==> src/rtl/agusec_pkg.sv <==
// Shared definitions for the AGU pointer-security bounds-check scheduler:
// tagged-pointer layout, operand width and fault-counter helpers.
package agusec_pkg;

    localparam int PTR_W  = 64;
    localparam int OPND_W = 40;
    localparam int FCNT_W = 16;

    // Tagged pointer: exponent, upper/lower bound fields, low-half flag, address.
    typedef struct packed {
        logic [5:0]  ptr_exp;
        logic [7:0]  ptr_hi;
        logic [7:0]  ptr_low;
        logic        ptr_on_low;
        logic [40:0] addr;
    } ptr_t;

    localparam logic [FCNT_W-1:0] FCNT_MAX = '1;

    function automatic logic [FCNT_W-1:0] fcnt_inc(input logic [FCNT_W-1:0] c);
        return (c == FCNT_MAX) ? c : c + FCNT_W'(1);
    endfunction

endpackage

==> src/rtl/agusec_rr_arb.sv <==
// Rotating-priority arbiter: one-hot grant to the first requester at or
// above the priority pointer, wrapping at NREQ-1.
module agusec_rr_arb #(
    parameter int  NREQ = 4,
    localparam int PW   = $clog2(NREQ)
) (
    input  logic [NREQ-1:0] req_i,
    input  logic [PW-1:0]   rr_i,
    input  logic            en_i,
    output logic [NREQ-1:0] gnt_o,
    output logic [PW-1:0]   idx_o,
    output logic            any_o
);

    int idx;

    always_comb begin
        gnt_o = '0;
        idx_o = '0;
        any_o = 1'b0;
        idx   = 0;
        if (en_i) begin
            for (int k = 0; k < NREQ; k++) begin
                idx = int'(rr_i) + k;
                if (idx >= NREQ) idx = idx - NREQ;
                if (!any_o && req_i[idx]) begin
                    gnt_o[idx] = 1'b1;
                    idx_o      = PW'(idx);
                    any_o      = 1'b1;
                end
            end
        end
    end

endmodule

==> src/rtl/agusec_sched.sv <==
// Scheduler sharing one external bounds-check unit among NREQ AGU ports:
// round-robin grant -> S1 check stage -> S2 result stage, with flush and fault count.
module agusec_sched
    import agusec_pkg::*;
#(
    parameter int  NREQ = 4,
    parameter int  TAGW = 6,
    localparam int PW   = $clog2(NREQ)
) (
    input  logic                   clk,
    input  logic                   rst,
    input  logic [NREQ-1:0]        req_vld,
    output logic [NREQ-1:0]        req_rdy,
    input  logic [NREQ*PTR_W-1:0]  req_ptr,
    input  logic [NREQ*OPND_W-1:0] req_a,
    input  logic [NREQ*OPND_W-1:0] req_b,
    input  logic [NREQ*TAGW-1:0]   req_tag,
    input  logic                   sec_en,
    input  logic                   flush,
    output logic [PTR_W-1:0]       chk_ptr,
    output logic [OPND_W-1:0]      chk_a,
    output logic [OPND_W-1:0]      chk_b,
    input  logic                   chk_ok,
    output logic                   res_vld,
    input  logic                   res_stall,
    output logic [PW-1:0]          res_port,
    output logic [TAGW-1:0]        res_tag,
    output logic                   res_fault,
    output logic [FCNT_W-1:0]      fault_cnt
);

    logic              s1_vld_q, s1_vld_d;
    ptr_t              s1_ptr_q, s1_ptr_d;
    logic [OPND_W-1:0] s1_a_q, s1_a_d, s1_b_q, s1_b_d;
    logic [TAGW-1:0]   s1_tag_q, s1_tag_d;
    logic [PW-1:0]     s1_port_q, s1_port_d;

    logic              s2_vld_q, s2_vld_d;
    logic              s2_fault_q, s2_fault_d;
    logic [TAGW-1:0]   s2_tag_q, s2_tag_d;
    logic [PW-1:0]     s2_port_q, s2_port_d;

    logic [PW-1:0]     rr_q, rr_d;
    logic [FCNT_W-1:0] fcnt_q, fcnt_d;

    logic              adv1, adv2;
    logic [NREQ-1:0]   gnt;
    logic [PW-1:0]     gnt_idx;
    logic              gnt_any;

    assign adv2 = ~s2_vld_q | ~res_stall;
    assign adv1 = ~s1_vld_q | adv2;

    agusec_rr_arb #(.NREQ(NREQ)) u_arb (
        .req_i (req_vld),
        .rr_i  (rr_q),
        .en_i  (adv1 & ~flush & ~rst),
        .gnt_o (gnt),
        .idx_o (gnt_idx),
        .any_o (gnt_any)
    );

    assign req_rdy = gnt;

    always_comb begin
        s1_vld_d   = s1_vld_q;
        s1_ptr_d   = s1_ptr_q;
        s1_a_d     = s1_a_q;
        s1_b_d     = s1_b_q;
        s1_tag_d   = s1_tag_q;
        s1_port_d  = s1_port_q;
        s2_vld_d   = s2_vld_q;
        s2_fault_d = s2_fault_q;
        s2_tag_d   = s2_tag_q;
        s2_port_d  = s2_port_q;
        rr_d       = rr_q;
        fcnt_d     = fcnt_q;

        if (flush) begin
            // Flush drops both stages; a result sitting in S2 is never counted.
            s1_vld_d = 1'b0;
            s2_vld_d = 1'b0;
        end else begin
            if (s2_vld_q && !res_stall && s2_fault_q) begin
                fcnt_d = fcnt_inc(fcnt_q);
            end
            if (adv2) begin
                s2_vld_d = s1_vld_q;
                s1_vld_d = 1'b0;
                if (s1_vld_q) begin
                    s2_fault_d = sec_en & ~chk_ok;
                    s2_tag_d   = s1_tag_q;
                    s2_port_d  = s1_port_q;
                end
            end
            if (gnt_any) begin
                s1_vld_d  = 1'b1;
                s1_ptr_d  = ptr_t'(req_ptr[int'(gnt_idx)*PTR_W +: PTR_W]);
                s1_a_d    = req_a[int'(gnt_idx)*OPND_W +: OPND_W];
                s1_b_d    = req_b[int'(gnt_idx)*OPND_W +: OPND_W];
                s1_tag_d  = req_tag[int'(gnt_idx)*TAGW +: TAGW];
                s1_port_d = gnt_idx;
                rr_d      = (gnt_idx == PW'(NREQ-1)) ? '0 : gnt_idx + PW'(1);
            end
        end
    end

    always_ff @(posedge clk) begin
        if (rst) begin
            s1_vld_q   <= 1'b0;
            s1_ptr_q   <= '0;
            s1_a_q     <= '0;
            s1_b_q     <= '0;
            s1_tag_q   <= '0;
            s1_port_q  <= '0;
            s2_vld_q   <= 1'b0;
            s2_fault_q <= 1'b0;
            s2_tag_q   <= '0;
            s2_port_q  <= '0;
            rr_q       <= '0;
            fcnt_q     <= '0;
        end else begin
            s1_vld_q   <= s1_vld_d;
            s1_ptr_q   <= s1_ptr_d;
            s1_a_q     <= s1_a_d;
            s1_b_q     <= s1_b_d;
            s1_tag_q   <= s1_tag_d;
            s1_port_q  <= s1_port_d;
            s2_vld_q   <= s2_vld_d;
            s2_fault_q <= s2_fault_d;
            s2_tag_q   <= s2_tag_d;
            s2_port_q  <= s2_port_d;
            rr_q       <= rr_d;
            fcnt_q     <= fcnt_d;
        end
    end

    assign chk_ptr   = s1_ptr_q;
    assign chk_a     = s1_a_q;
    assign chk_b     = s1_b_q;
    assign res_vld   = s2_vld_q;
    assign res_fault = s2_fault_q;
    assign res_tag   = s2_tag_q;
    assign res_port  = s2_port_q;
    assign fault_cnt = fcnt_q;

endmodule
==> config.mk <==
export PLATFORM = sky130hd
export DESIGN_NAME = agusec_sched
export DESIGN_NICKNAME = d
export VERILOG_FILES = /design/src/rtl/agusec_pkg.sv /design/src/rtl/agusec_rr_arb.sv /design/src/rtl/agusec_sched.sv
export SDC_FILE = /design/constraint.sdc
export NUM_CORES = 1
export LEC_CHECK = 0
export BUFFER_PORTS_ARGS = -buffer_cell sky130_fd_sc_hd__buf_2
export CAP_MARGIN = 20
export CORE_AREA = 3 3 302 304
export DETAILED_ROUTE_END_ITERATION = 16
export DIE_AREA = 0 0 305 307
export SYNTH_ARGS = -nofsm -noshare
export SYNTH_HDL_FRONTEND = slang
export SYNTH_SLANG_ARGS = --single-unit
==> constraint.sdc <==
create_clock -name clk -period 7.18 [get_ports clk]
set_clock_uncertainty 0.15 [all_clocks]
set_input_delay 0.359 -clock clk [delete_from_list [all_inputs] [get_ports clk]]
set_output_delay 0.359 -clock clk [all_outputs]
set_load 0.005 [all_outputs]
==> summary.md, run 1 <==
| Metric | Value |
|---|---|
| Die Height | `307 um` |
| Worst-margin pin slew | `1.16 ns` |
| Seq/Total Area, Yosys | `0.333` |
| Pre-CTS WS | `2.11 ns` |
| Max Freq | `161 MHz` |
| Worst-path clk slew | `0.09 ns` |
| YS warnings | `0` |
| Ys async rst share | `0` |
| Wirelength, routed | `71000 um` |
| Type of the most critical hold path | `primary input to register` |
| Initial antenna violation count | `37` |
| #FFs+latches synth | `181` |
| Nets@finish | `2817` |
| CTS tree | `done` |
| Num rows | `109` |
| Count of boundary I/O pins | `784` |
| Die Span X | `305 um` |
| Headroom to the max-slew limit | `0.219` |
| CTS buffer count | `17` |
| DR WL/cell | `20.9 um` |
| Layout area overhead | `79.6%` |
| Most frequent cells in the layout | `buf_2, dlygate4sd3_1, mux2i_1, dfxtp_1, nand2_1` |
| Mapped Area | `10900 um2` |
| Max Slew Vio Count | `0` |
| Max Cap Viol | `0` |
| Largest net degree at the start of global routing | `80` |
| RePlAce Congestion | `0.910` |
| H-tree lvl count | `4` |
| Syn Inst Count | `1179` |
| Share of layout cells above drive strength 1 | `0.391` |
| CP Max Fanout | `37` |
| Final count of hold timing violations | `0` |
| Most common cell after layout, fill and taps aside | `buf_2` |
| Tot GR Track Use | `0.146` |
| Vias per std cell | `4.20` |
| Synth Area per Inst | `9.23 um2` |
| Leak | `9.99 nW` |
| Drt first pass iters | `5` |
| Cell Count, Final, Fillers Out | `3393` |
| Worst-case vdd ir drop | `0.188 mV` |
| Synth Net Count | `1794` |
| RSZ-0062 raised after global routing | `false` |
| Starting Density | `0.123` |
| First-pass GRT wire length | `98700 um` |
| CTS sink count | `181` |
| Post-synth EDFFs | `0` |
| Final instance area | `19500 um2` |
| Crit path launch type | `register` |
| Die area | `93600 um2` |
| Final Cycle Share | `0.863` |
| Post-Route Setup TNS | `0 ns` |
| Tmin final | `6.20 ns` |
| CP arrival | `6.44 ns` |
| Final WS setup | `0.981 ns` |
| Outcome | `finished clean` |
| PD cells | `181 nW/um2` |
| Total grt overflow | `0` |
| Vias in the first global route | `14400` |
| CTS Buffer Depth | `2` |
| Drt drc | `0` |
| Detail Placement HPWL | `53700 um` |
| IO Port Bufs | `783` |
| Total number of vias | `14300` |
| CP endpoint kind | `register` |
| Synth cell types | `60` |
| Endpoints failing setup | `0` |
| Post-route ant nets | `0` |
| Root buffer cell | `clkbuf_16` |
| Critical Path RT | `7.42 ns` |
| Post-DP Area | `15800 um2` |
| Setup CP Type | `register to register` |
| Worst-Skew Late Latency | `0.50 ns` |
| Placed insts | `3033` |
| Top_reg_cell synth | `dfxtp_1` |
| Core Region | `88500 um2` |
| Number of DRC markers in iteration 0 | `1139` |
[registers in the layout (all words and copies together), names as in the netlist, 6 cells and up]
signal	flops
chk_a	40
chk_b	40
fault_cnt	16
res_tag	6
chk_ptr	64
s1_tag_q	6
[path summary, 6_finish.rpt]
check / slack [ns] / end / cells after the start / from
worst min register to register: 0.31 / s1_port_q[1]$_SDFFE_PP0P_ / 2 / s1_port_q[1]$_SDFFE_PP0P_
worst max register to register: 0.98 / chk_ptr[36]$_SDFFE_PP0P_ / 12 / rr_q[0]$_SDFFE_PP0P_
worst min-delay path: 0.07 / chk_ptr[62]$_SDFFE_PP0P_ / 3 / req_ptr[62]
worst max-delay path: 0.98 / chk_ptr[36]$_SDFFE_PP0P_ / 12 / rr_q[0]$_SDFFE_PP0P_
[worst max-delay path, cell delays in order (launching register included)]
cell	delay [ns]
dfxtp_1	0.90
inv_1	0.33
ha_1	0.56
mux4_2	0.68
o21a_1	0.22
buf_4	0.22
nor2_8	0.79
buf_12	0.29
buf_12	0.23
mux2i_1	0.26
dlygate4sd3_1	0.61
o221ai_1	0.13
dlygate4sd3_1	0.60
[final cells by class]
type                            count  area (um2)
Clock buffer                       19         443
Fill cell                        9676       69000
Timing Repair Buffer             1125        7320
Clock inverter                     12         124
Sequential cell                   181        3620
Antenna cell                       14        35.0
Multi-Input combinational cell    874        6530
Tap cell                         1165        1460
Inverter                            3        11.3
[repair_timing]
action / CTS / global route
setup endpoints to repair: 0 / 0
hold buffers: 315 / 0
gates resized for setup: 0 / 0
hold endpoints to repair: 134 / 0
buffers inserted: 0 / 0
[cell families after synthesis]
group                    after synthesis  synth area share
AND/OR/NAND/NOR                      272             0.109
AO/OA/AOI/OAI                        359             0.258
flip-flops                           181             0.333
adder cells (fa/ha/maj)                5           0.00575
buffers and inverters                124            0.0721
XOR/XNOR                              18            0.0152
multiplexers                         220             0.207
[power by group]
| part | internal [W] | switching [W] |
|---|---|---|
| clock network | 0.000492 | 0.000500 |
| logic | 0.000659 | 0.000659 |
| registers | 0.00114 | 0.0000872 |
| total | 0.00229 | 0.00125 |
[layer usage]
metal  part of all wire  vias to the layer above  routed length (um)  GRT usage
li1                   -                     6616                   -          -
met1               0.39                     6722               28000      0.163
met2               0.47                      751               33400      0.244
met3              0.089                      159                6300     0.0532
met4              0.045                       18                3200     0.0727
met5             0.0016                        -                 117          0
[cells in the mapped netlist, types with 19 or more instances]
master     count  area [um2]
a211oi_1      19         143
nor2_1        65         244
clkbuf_1      69         259
o22ai_1       26         163
dfxtp_1      181        3620
o221ai_1      82         718
o211ai_1      29         218
a21o_1        27         203
nand3_1       37         185
buf_2         20         100
nand2_1      141         529
o21ai_0       26         130
a41o_1        26         260
a21oi_1       38         190
mux2i_1      216        2160
o2111ai_1     27         236
[per-stage QoR]
step | hold WS, ns | util | total power, W
final | 0.0664 | 0.221 | 0.00353
after detailed placement | 0.291 | 0.178 | 0.00232
after floorplan | 0.282 | - | 0.00178
after CTS | 0.000259 | 0.220 | 0.00358
after global placement | 0.289 | 0.178 | 0.00231
after global routing | 0.0202 | 0.221 | 0.00374
No activity file was read; power rests on OpenSTA's default activity.
==> inputs of run 2 (changes only) <==
==> constraint.sdc (replaced) <==
create_clock -name clk -period 7.18 [get_ports clk]
set_clock_uncertainty 0.15 [all_clocks]
set_input_delay 0.718 -clock clk [delete_from_list [all_inputs] [get_ports clk]]
set_output_delay 0.718 -clock clk [all_outputs]
set_load 0.005 [all_outputs]
==> summary.md, run 2 (synthesized netlist as in run 1, its figures left out) <==
| Metric | Value |
|---|---|
| Worst-margin pin slew | `1.14 ns` |
| Layout area overhead | `50.5%` |
| IO Port Bufs | `783` |
| Detail Placement HPWL | `52500 um` |
| Post-DP Area | `15800 um2` |
| Vias in the first global route | `12400` |
| Slowest cell on the critical path | `dfxtp_1` |
| Total grt overflow | `0` |
| Final count of hold timing violations | `0` |
| Met2 usage | `0.229` |
| PD cells | `199 nW/um2` |
| Vias per std cell | `4.13` |
| Worst-case vdd ir drop | `0.183 mV` |
| Fillcell total | `9979` |
| Number of DRC markers in iteration 0 | `875` |
| Top delay family on crit path | `buffers and inverters` |
| Hold_buf cts | `0` |
| Most common cell after layout, fill and taps aside | `buf_2` |
| WHS Endpoint | `chk_a[10]$_SDFFE_PP0P_` |
| Headroom to the max-slew limit | `0.240` |
| Post-route ant nets | `0` |
| Max Slew Vio Count | `0` |
| Crit path largest cell delay | `0.90 ns` |
| Register-to-Register Path Depth | `9` |
| RSZ-0062 raised after global routing | `false` |
| Worst-path clk slew | `0.09 ns` |
| Root buffer cell | `clkbuf_16` |
| CTS sink count | `181` |
| Leak | `8.51 nW` |
| Final instance area | `16400 um2` |
| CP endpoint kind | `register` |
| Initial antenna violation count | `44` |
| Nets@finish | `2497` |
| Worst Path Buf+Inv | `3` |
| CTS Buffer Depth | `2` |
| Drt first pass iters | `6` |
| Max Cap Viol | `0` |
| Crit path launch type | `register` |
| PostCTS Resize Cnt | `0` |
| Die Height | `307 um` |
| Worst-Skew Late Latency | `0.50 ns` |
| Die Span X | `305 um` |
| M3 GR Usage | `0.0550` |
| Core Region | `88500 um2` |
| Drt drc | `0` |
| Outcome | `finished clean` |
| Max Freq | `192 MHz` |
| DR WL/cell | `21.3 um` |
| Tmin final | `5.21 ns` |
| CP Max Fanout | `47` |
| CP arrival | `5.41 ns` |
| Die area | `93600 um2` |
| Grt peak-use layer | `met2` |
| First-pass GRT wire length | `89300 um` |
| Total number of vias | `12700` |
| Wirelength, routed | `65600 um` |
| Count of boundary I/O pins | `784` |
| Max FFs per register | `64` |
| CP Cell Sequence | `inv_1 -> ha_1 -> mux4_2 -> o21a_1 -> nor2_8 -> buf_12 -> buf_4 -> mux2i_1 -> o221ai_1` |
| Num rows | `109` |
| Final Cycle Share | `0.726` |
| Cells on Worst Hold Path | `2` |
| Most frequent cells in the layout | `buf_2, mux2i_1, dfxtp_1, nand2_1, o221ai_1` |
| Placed insts | `3028` |
| Post-Route Setup TNS | `0 ns` |
| Share of layout cells above drive strength 1 | `0.454` |
| Met1 Usage GRT | `0.151` |
| Starting Density | `0.123` |
| CTS buffer count | `17` |
| H-tree lvl count | `4` |
| FF-to-FF setup slack | `1.97 ns` |
| Setup Buffers After CTS | `0` |
| Largest net degree at the start of global routing | `127` |
| R2R Path Start | `rr_q[0]$_SDFFE_PP0P_` |
| Cell Count, Final, Fillers Out | `3076` |
| Tot GR Track Use | `0.134` |
| Worst r2r dst | `chk_ptr[36]$_SDFFE_PP0P_` |
| Endpoints failing setup | `0` |
| Setup CP Type | `register to register` |
| Hold Startpoint | `chk_a[10]$_SDFFE_PP0P_` |
| CTS tree | `done` |
| Type of the most critical hold path | `register to register` |
| Final hold slack | `0.313 ns` |
| RePlAce Congestion | `0.882` |
| Critical Path RT | `7.37 ns` |
## run 2: routing by layer
metal | vias up | wire length (um)
met3 | 130 | 6110
li1 | 5977 | -
met1 | 5922 | 26200
met4 | 30 | 1870
met2 | 652 | 31200
met5 | - | 197
## run 2: final cells by class
class	instances	area, um2	area share
Antenna cell	16	40.0	0.00244
Clock buffer	19	443	0.0270
Clock inverter	13	115	0.00703
Inverter	3	11.3	0.000687
Multi-Input combinational cell	874	6530	0.399
Sequential cell	181	3620	0.221
Tap cell	1165	1460	0.0890
Timing Repair Buffer	805	4160	0.254
## run 2: worst max-delay path by stage
stage / slack (ns) / endpoint / depth (start not counted) / from
final: 1.97 / chk_ptr[36]$_SDFFE_PP0P_ / 9 / rr_q[0]$_SDFFE_PP0P_
after global routing: 1.63 / chk_ptr[36]$_SDFFE_PP0P_ / 9 / rr_q[0]$_SDFFE_PP0P_
after CTS: 1.95 / chk_ptr[36]$_SDFFE_PP0P_ / 9 / rr_q[0]$_SDFFE_PP0P_
after detailed placement: 1.95 / chk_ptr[36]$_SDFFE_PP0P_ / 9 / rr_q[0]$_SDFFE_PP0P_
after global placement: 2.09 / chk_ptr[43]$_SDFFE_PP0P_ / 9 / rr_q[0]$_SDFFE_PP0P_
after floorplan: 4.11 / chk_ptr[12]$_SDFFE_PP0P_ / 12 / rr_q[0]$_SDFFE_PP0P_
## run 2: power by group
part	switching (W)	internal, W
combinational	0.000589	0.000460
clock	0.000522	0.000465
sequential	0.0000843	0.00114
## run 2: worst reg2reg max path: stages, from the launching register on
cell,delay [ns]
dfxtp_1,0.90
inv_1,0.33
ha_1,0.55
mux4_2,0.67
o21a_1,0.59
nor2_8,0.64
buf_12,0.33
buf_4,0.50
mux2i_1,0.26
o221ai_1,0.14
## run 2: metrics by stage
stage,power [W],utilization,setup WS [ns]
floorplan,0.00178,-,4.11
global placement,0.00230,0.178,2.09
detailed placement,0.00231,0.178,1.95
CTS,0.00333,0.185,1.95
global route,0.00345,0.185,1.63
finish,0.00326,0.185,1.97
==> inputs of run 3 (changes only) <==
--- a/config.mk
+++ b/config.mk
@@ -5,11 +5,12 @@
 export SDC_FILE = /design/constraint.sdc
 export NUM_CORES = 1
 export LEC_CHECK = 0
+export ABC_AREA = 1
 export BUFFER_PORTS_ARGS = -buffer_cell sky130_fd_sc_hd__buf_2
 export CAP_MARGIN = 20
-export CORE_AREA = 3 3 302 304
+export CORE_AREA = 3 3 303 305
 export DETAILED_ROUTE_END_ITERATION = 16
-export DIE_AREA = 0 0 305 307
+export DIE_AREA = 0 0 306 308
 export SYNTH_ARGS = -nofsm -noshare
 export SYNTH_HDL_FRONTEND = slang
 export SYNTH_SLANG_ARGS = --single-unit
==> constraint.sdc (replaced) <==
create_clock -name clk -period 5.5 [get_ports clk]
set_clock_uncertainty 0.15 [all_clocks]
set_input_delay 0.55 -clock clk [delete_from_list [all_inputs] [get_ports clk]]
set_output_delay 0.55 -clock clk [all_outputs]
set_load 0.005 [all_outputs]
==> summary.md, run 3 <==
| Metric | Value |
|---|---|
| Outcome | `finished clean` |
| Syn Inst Count | `2706` |
| Clk pwr share | `0.290` |
| CP arrival | `4.03 ns` |
| CP endpoint kind | `register` |
| Worst-path clk slew | `0.09 ns` |
| Most frequent cells in the layout | `buf_2, nand2_1, inv_1, nand3_1, nor2_1` |
| Type of the most critical hold path | `primary input to register` |
| IO Port Bufs | `783` |
| Critical Path RT | `5.79 ns` |
| Post-Route Setup TNS | `0 ns` |
| Finished Core Util | `0.225` |
| Layout area overhead | `36.6%` |
| Top_reg_cell synth | `dfxtp_1` |
| Worst-margin pin slew | `0.896 ns` |
| Tot GR Track Use | `0.138` |
| Endpoints failing setup | `0` |
| RSZ-0062 raised after global routing | `false` |
| Register-to-Register Path Depth | `15` |
| CP most frequent cell | `nand2_1` |
| Share of layout cells above drive strength 1 | `0.255` |
| Nets@finish | `3987` |
| Gate power share | `0.385` |
| Vias per std cell | `4.04` |
| FF-to-FF setup slack | `1.76 ns` |
| Ys async rst share | `0` |
| CTS buffer count | `17` |
| Max Slew Vio Count | `0` |
| Root buffer cell | `clkbuf_16` |
| PostCTS Resize Cnt | `0` |
| Post-route ant nets | `0` |
| Synth Net Count | `3321` |
| Total Power | `0.00462 W` |
| Total grt overflow | `0` |
| CTS Buffer Depth | `2` |
| Num rows | `110` |
| Crit path launch type | `register` |
| Core Region | `89600 um2` |
| Detail Placement HPWL | `52100 um` |
| Cell Count, Final, Fillers Out | `4566` |
| Max Freq | `268 MHz` |
| P_sw | `0.00190 W` |
| R2R Path Start | `rr_q[0]$_SDFFE_PP0P_` |
| Placed insts | `4529` |
| Wirelength, routed | `68000 um` |
| Slowest cell on the critical path | `inv_6` |
| YS warnings | `0` |
| Number of DRC markers in iteration 0 | `1246` |
| Vias in the first global route | `17400` |
| Worst-case vdd ir drop | `0.235 mV` |
| #FFs+latches synth | `181` |
| Net Sw Frac | `0.411` |
| Hold Startpoint | `flush` |
| DR WL/cell | `14.9 um` |
| Cells on Worst Hold Path | `4` |
| First-pass GRT wire length | `100000 um` |
| Reg power frac | `0.326` |
| H-tree lvl count | `4` |
| Pre-CTS WS | `1.74 ns` |
| Die area | `94200 um2` |
| Max Cap Viol | `0` |
| Most frequent cells after synthesis | `nand2_1, inv_1, nand3_1` |
| CTS tree | `done` |
| Worst r2r dst | `chk_ptr[56]$_SDFFE_PP0P_` |
| Headroom to the max-slew limit | `0.403` |
| Hold_buf cts | `0` |
| CTS sink count | `181` |
| Total number of vias | `18400` |
| Most common cell after layout, fill and taps aside | `buf_2` |
| Tmin final | `3.74 ns` |
| WHS Endpoint | `s1_vld_q$_SDFFE_PP0P_` |
| Largest net degree at the start of global routing | `154` |
| Count of boundary I/O pins | `784` |
| Setup Buffers After CTS | `0` |
| CP Max Fanout | `75` |
| Crit path largest cell delay | `0.65 ns` |
| Synth cell types | `33` |
| Final WS setup | `1.76 ns` |
| Drt first pass iters | `8` |
| Main area contributors after synthesis | `dfxtp_1, nand2_1, inv_1` |
| Seq/Total Area, Yosys | `0.246` |
| CP Cell Sequence | `inv_6 -> ha_1 -> inv_1 -> nand2_1 -> nand2_1 -> nor2_4 -> nand3_2 -> nand3_2 -> nand2_8 -> inv_6 -> buf_12 -> nand3_1 -> nand3_1 -> nand2_1 -> inv_1` |
| Leak | `12.1 nW` |
| PD cells | `230 nW/um2` |
| RePlAce Congestion | `0.885` |
| Post-synth EDFFs | `0` |
| Drt drc | `0` |
| Largest area contributor in the netlist | `dfxtp_1` |
| Synth top area share | `0.246` |
| Setup CP Type | `register to register` |
| Max FFs per register | `64` |
| Synth Area per Inst | `5.44 um2` |
| Final Cycle Share | `0.679` |
| Die Height | `308 um` |
| Initial antenna violation count | `10` |
| Worst-Skew Late Latency | `0.48 ns` |
| Final count of hold timing violations | `0` |
| Pint | `0.00272 W` |
| Die Span X | `306 um` |
| Starting Density | `0.164` |
| Mapped Area | `14700 um2` |
| Top-count cell post-synth | `nand2_1` |
[run 3: changes by cell type in the layout (fill, tap and decap cells not counted), sizes merged, moves of 26 or more]
cell	before	now
nand3	38	420
o2111ai	27	0
a21o	27	0
a41o	26	0
o221ai	82	0
nand2	141	709
o211ai	30	0
inv	10	638
mux2i	216	0
o21bai	15	126
nor2	68	374
[run 3: worst max-delay path: cells and delay by family (launching register included)]
family        cells  cell delay (ns)
fa+ha+maj         1             0.37
buf+inv           5             1.17
flops             1             0.58
simple gates      9             1.38
[run 3: layer usage]
metal	vias up	track usage	wire length (um)
met5	-	0	37
met4	6	0.0543	2100
met3	96	0.0382	5440
met2	720	0.243	33300
met1	8252	0.158	27100
li1	9358	-	-
[run 3: worst max path at each step]
| stage | slack [ns] | end | startpoint | depth (start not counted) |
|---|---|---|---|---|
| 2_1_floorplan | 3.13 | chk_a[24]$_SDFFE_PP0P_ | rr_q[0]$_SDFFE_PP0P_ | 18 |
| 3_3_place_gp | 1.73 | chk_ptr[56]$_SDFFE_PP0P_ | rr_q[0]$_SDFFE_PP0P_ | 15 |
| 3_5_place_dp | 1.74 | chk_ptr[56]$_SDFFE_PP0P_ | rr_q[0]$_SDFFE_PP0P_ | 15 |
| 4_1_cts | 1.73 | chk_ptr[56]$_SDFFE_PP0P_ | rr_q[0]$_SDFFE_PP0P_ | 15 |
| 5_1_grt | 1.51 | chk_ptr[56]$_SDFFE_PP0P_ | rr_q[0]$_SDFFE_PP0P_ | 15 |
| 6_report | 1.76 | chk_ptr[56]$_SDFFE_PP0P_ | rr_q[0]$_SDFFE_PP0P_ | 15 |
[run 3: layout make-up]
type                       instances  area [um2]
clock inverter                    15         185
multi-input combinational       1729        7810
fill                           10400       69500
clock buffer                      17         425
inverter                         631        2390
sequential                       181        3620
tap                             1176        1470
timing repair buffer             812        4210
antenna                            5        12.5
[run 3: cell families after synthesis]
| family | synth area share |
|---|---|
| xor+xnor | 0.00357 |
| fa+ha+maj | 0.00425 |
| flops | 0.246 |
| compound gates | 0.0904 |
| buf+inv | 0.226 |
| simple gates | 0.429 |
[run 3: power by group through the flow]
stage	logic (W)	registers [W]	clock network, W
after global routing	0.00201	0.00152	0.00147
after global placement	0.00180	0.00154	0
after CTS	0.00180	0.00151	0.00144
after detailed placement	0.00180	0.00154	0
final	0.00178	0.00151	0.00134
after floorplan	0.00110	0.00153	0
[run 3: metrics by stage]
stage / cell area (um2) / hold WS, ns
after floorplan: 14700 / 0.291
after global placement: 19500 / 0.306
after detailed placement: 19500 / 0.310
after CTS: 20100 / 0.147
after global routing: 20100 / 0.183
final: 20100 / 0.222
